File: config.mk
export PLATFORM = sky130hd
export DESIGN_NAME = vector_sum
export DESIGN_NICKNAME = d
export VERILOG_FILES = /design/src/rtl/vector_sum.sv
export SDC_FILE = /design/constraint.sdc
export NUM_CORES = 1
export LEC_CHECK = 0
export CORE_MARGIN = 1
export CORE_UTILIZATION = 35
export CTS_CLUSTER_DIAMETER = 200
export CTS_CLUSTER_SIZE = 8
export DETAILED_ROUTE_END_ITERATION = 10
export HOLD_SLACK_MARGIN = 0.12
export PLACE_DENSITY = 0.7
export RECOVER_POWER = 100
export SYNTH_ARGS = -nofsm -noshare
export SYNTH_HDL_FRONTEND = slang
export SYNTH_SLANG_ARGS = --single-unit
export TNS_END_PERCENT = 20
File: constraint.sdc
create_clock -name Clock -period 0.8 [get_ports Clock]
set_input_delay 0.16 -clock Clock [delete_from_list [all_inputs] [get_ports Clock]]
set_output_delay 0.16 -clock Clock [all_outputs]
set_load 0.01 [all_outputs]
File: src/rtl/vector_sum.sv
// Pipelined unsigned adder tree: reduces DIM packed W_u-bit elements to one
// full-precision sum, one register stage per tree level, one vector per cycle.
module vector_sum #(
    parameter int DIM = 2,
    parameter int W_u = 8
) (
    input  logic                          Clock,
    input  logic                          Reset,
    input  logic [DIM*W_u-1:0]            u,
    output logic [W_u+$clog2(DIM)-1:0]    sum,
    output logic                          readEn
);

    localparam int LVL  = $clog2(DIM);
    localparam int LAT  = (LVL < 1) ? 1 : LVL;
    localparam int W_S  = W_u + LVL;
    localparam int NPAD = 1 << LVL;

    // Bit offset of tree level k (1..LVL) inside the flattened tree register;
    // level m holds NPAD>>m entries of W_u+m bits each.
    function automatic int lvlOffset(input int k);
        int acc;
        acc = 0;
        for (int m = 1; m < k; m++) begin
            acc += (NPAD >> m) * (W_u + m);
        end
        return acc;
    endfunction

    logic [LAT-1:0] r_fill;

    always_ff @(posedge Clock or posedge Reset) begin
        if (Reset) begin
            r_fill <= '0;
        end else begin
            r_fill <= (r_fill << 1) | LAT'(1);
        end
    end

    assign readEn = r_fill[LAT-1];

    generate
        if (LVL == 0) begin : g_flat
            logic [W_S-1:0] r_sum;

            always_ff @(posedge Clock or posedge Reset) begin
                if (Reset) begin
                    r_sum <= '0;
                end else begin
                    r_sum <= u;
                end
            end

            assign sum = r_sum;
        end else begin : g_tree
            localparam int TREE_W = lvlOffset(LVL + 1);

            logic [NPAD*W_u-1:0] w_pad;
            logic [TREE_W-1:0]   w_next;
            logic [TREE_W-1:0]   r_tree;

            // Missing elements of a non-power-of-two vector are constant zeros.
            assign w_pad = (NPAD*W_u)'(u);

            for (genvar k = 0; k < LVL; k++) begin : g_lvl
                localparam int WI      = W_u + k;
                localparam int WO      = WI + 1;
                localparam int N       = NPAD >> (k + 1);
                localparam int IN_OFF  = lvlOffset(k);
                localparam int OUT_OFF = lvlOffset(k + 1);

                for (genvar j = 0; j < N; j++) begin : g_node
                    logic [WI-1:0] w_a;
                    logic [WI-1:0] w_b;

                    if (k == 0) begin : g_src_in
                        assign w_a = w_pad[(2*j)*WI +: WI];
                        assign w_b = w_pad[(2*j+1)*WI +: WI];
                    end else begin : g_src_tree
                        assign w_a = r_tree[IN_OFF + (2*j)*WI +: WI];
                        assign w_b = r_tree[IN_OFF + (2*j+1)*WI +: WI];
                    end

                    assign w_next[OUT_OFF + j*WO +: WO] = WO'(w_a) + WO'(w_b);
                end
            end

            always_ff @(posedge Clock or posedge Reset) begin
                if (Reset) begin
                    r_tree <= '0;
                end else begin
                    r_tree <= w_next;
                end
            end

            assign sum = r_tree[lvlOffset(LVL) +: W_S];
        end
    endgenerate

endmodule

==> reports/summary.md <==
The number of distinct standard cells referenced by the synthesized netlist was 22. 28 I/O pins were placed. The number of search-and-repair iterations in the first detailed-routing pass is 4. The final reports fail on setup timing. No sink is reached through more buffers than the 2 on the longest clock path. The tools report the final critical-path setup slack as -0.2561 ns. Setup violations remaining at the end of the flow were counted as 16. Before CTS, the worst setup slack after placement is -1.001 ns. The repair_antennas step left the layout with diodes totalling 0. The Yosys step of the flow raised 0 warnings. The final number of max-transition violations is 0.

The die height works out to 42.77 um. The number of nets in the synthesized netlist is 81. After detailed routing, the average wire length per cell comes to 13.46 um.

The tools report the type of origin of the critical path as an input port. IR analysis of the VDD net gives a maximum drop of 1.087 mV. The number of enable flip-flop cells after synthesis is 0, and the die area is 0.001829 mm^2. Fraction of post-synthesis cell area in the top cell type by area: 43.01%. The run gives 43.01% as the sequential fraction of the synthesis area.

Tracing the worst setup path back leads to its startpoint at u[12]. The category of the critical setup timing path is in2reg. The flow ran to the end, but the final reports show violations. Wires add up to 1602 um. After clock tree synthesis, the clock-pin slew on the worst setup and hold paths is 0.06 ns. For the number of DRC violations after detailed routing, the log shows 0. The run gives 2898 um as the wire length of the first global-routing pass. The path with the worst hold slack has its endpoint at sum[0].

Max-cap violations in this run came to 0. Clock tree synthesis found a total of 10 sinks. The placeable core area came out at 0.001524 mm^2. The final count of hold timing violations was 0; the number of levels the H-tree was split into was 1. Maximum operating frequency: 946.9 MHz. The HPWL after detailed placement is 1065 um. The number of clock buffers inserted by TritonCTS was 3. The run gives 0 as the count of nets left with antenna violations after detail routing.

For the via count, the log shows 610. Walking the worst path, the cells encountered are buf_6, ha_4, a21o_1, a21o_1, a221oi_2, nand2_1. Startpoint of the worst hold path: u[0]. For this configuration, the core starts out at a cell density of 38.18%.

The commonest cells after synthesis are dfrtp_1, ha_1, a21oi_1. The average size of a mapped cell works out to 10.77 um^2. The layout net count came out at 131. The tools report the number of antenna violations at the first check in global routing as 0.

After routing, the total negative slack on setup checks comes to -2.547 ns. The async set or reset register ratio after synthesis was 100.0%; the fraction of layout instances using a drive strength above 1 was 63.11%. The die span in x came out at 42.77 um. The tools report the root cell of the clock tree as clkbuf_4. Relative to the synthesized area, the layout overhead comes to 98.50%. Sort of element at the end of the critical path: a flop. The number of synthesized register bits works out to 10. Most common cell type on the critical path: a21o_1. Setup repair after global routing could not meet its margin everywhere.

The power per cell area works out to 1543 mW/mm^2. The mapped netlist covers 581.8 um^2. The cell type with the highest aggregate area in the netlist was dfrtp_1.

The largest individual stage delay along the critical path comes from the cell a221oi_2. Number of global-route vias before repair: 631. Total buffers and inverters traversed by the critical path: 1. The worst endpoint data arrival time is 1.21 ns, and the total overflow reported by the global router is 0. Counting the fill cells in the layout gives 100. The smallest clock period supported by the final layout is computed as 1.056 ns. The total of buffers placed on input and output ports was 27. Prevailing post-synth register cell: dfrtp_1. The kind of cell with the highest combined delay along the critical path is compound AO/OA/AOI/OAI gates. For the placement row count, the log shows 14. The post-route fraction of the period consumed by the critical path came out at 132.0%. The final weighted congestion in routability-driven placement came out at 0.7462.

After synthesis, the cell types taking the most area are dfrtp_1, ha_1, a21oi_1, a311o_1, fa_1. The maximum fanout count along the critical path was 4; the total leakage power was 0.0005400 uW. TritonCTS built the clock tree. In this design, the stage delay of the slowest critical-path cell is 0.25 ns.

Counting instances, the worst hold path has a depth of 2. Dividing the detail-routed via count by the number of cells gives 5.126. In this run, the number of DRC markers left after iteration 0 of detailed routing was 3. The class of the tightest hold or removal check was in2reg. The most numerous cell in the Yosys netlist was dfrtp_1.

The global-route usage over all layers is 21.81%. Entering global routing, the biggest net connects 11 pins. For the gate count after technology mapping, the log shows 54. At the worst endpoint, the required time is 0.95 ns.
metrics by stage:
step	power (uW)	area [um^2]	utilization, %	hold WS, ns	cells
2_1_floorplan	908.8	645.6	-	0.0001782	54
3_3_place_gp	1289	1061	69.62	0.4737	112
3_5_place_dp	1298	1061	69.62	0.4684	112
4_1_cts	1786	1156	75.86	0.08885	119
5_1_grt	1886	1155	75.78	0.08889	119
6_report	1782	1155	75.78	0.09668	119
layer usage:
layer	track usage [%]	routed length, um	share of wire [%]
met2	37.88	839	52
met4	11.25	30	1.9
met1	23.59	658	41
met5	0	0	0
met3	6.383	73	4.6
power breakdown:
part	switching (uW)	internal [uW]	total, uW	leakage, uW
registers	20.3	586	606	0.000117
clock network	191	277	468	0.0000210
logic	322	386	708	0.000402
total	533	1250	1780	0.000540
area by class of cell:
class | count | area (um^2) | area share, %
Timing Repair Buffer | 45 | 342.8 | 29.69
Clock buffer | 4 | 36.28 | 3.142
Tap cell | 16 | 20.02 | 1.733
Inverter | 4 | 15.01 | 1.300
Sequential cell | 10 | 250.2 | 21.67
Multi-Input combinational cell | 40 | 490.5 | 42.47
kinds of logic after synthesis:
family,after synthesis,synth area share (%)
buf+inv,4,2.580
flops,10,43.01
simple gates,12,9.893
xor+xnor,4,6.023
other cells,1,0.6445
mux,1,1.720
fa+ha+maj,9,20.65
compound gates,13,15.48
sequential cells by signal, summed over array words and instances, names as in the netlist:
register and flops:
readEn 1, sum 9
cells in the final DEF, fill, tap and decap left out, drive strengths merged, types with 2 or more instances in the layout:
| cell type | synthesis | routed |
|---|---|---|
| a21oi | 5 | 5 |
| a311o | 2 | 2 |
| dlygate4sd2 | 0 | 4 |
| nor2b | 2 | 2 |
| nor3 | 2 | 2 |
| nand3 | 2 | 2 |
| nor2 | 2 | 2 |
| ha | 8 | 8 |
| xor2 | 2 | 2 |
| inv | 4 | 4 |
| dfrtp | 10 | 10 |
| xnor2 | 2 | 2 |
| clkbuf | 0 | 4 |
| a21o | 2 | 2 |
| nand2 | 3 | 3 |
| buf | 0 | 39 |
timing repair:
| action | CTS | global route |
|---|---|---|
| hold endpoints to repair | 1 | 1 |
| pin swaps | 24 | 2 |
| endpoints found under the setup margin | 18 | 16 |
| resized for setup | 118 | 1 |
| buffers inserted | 3 | 0 |
how the worst max path moves through the flow:
stage / depth (start not counted) / end / slack [ns]
floorplan: 6 / sum[6] / -0.40
global placement: 7 / sum[6] / -1.0
detailed placement: 6 / sum[7] / -1.00
CTS: 7 / sum[6] / -0.26
global route: 6 / sum[7] / -0.31
finish: 6 / sum[7] / -0.26
No activity file was read; power rests on OpenSTA's default activity.
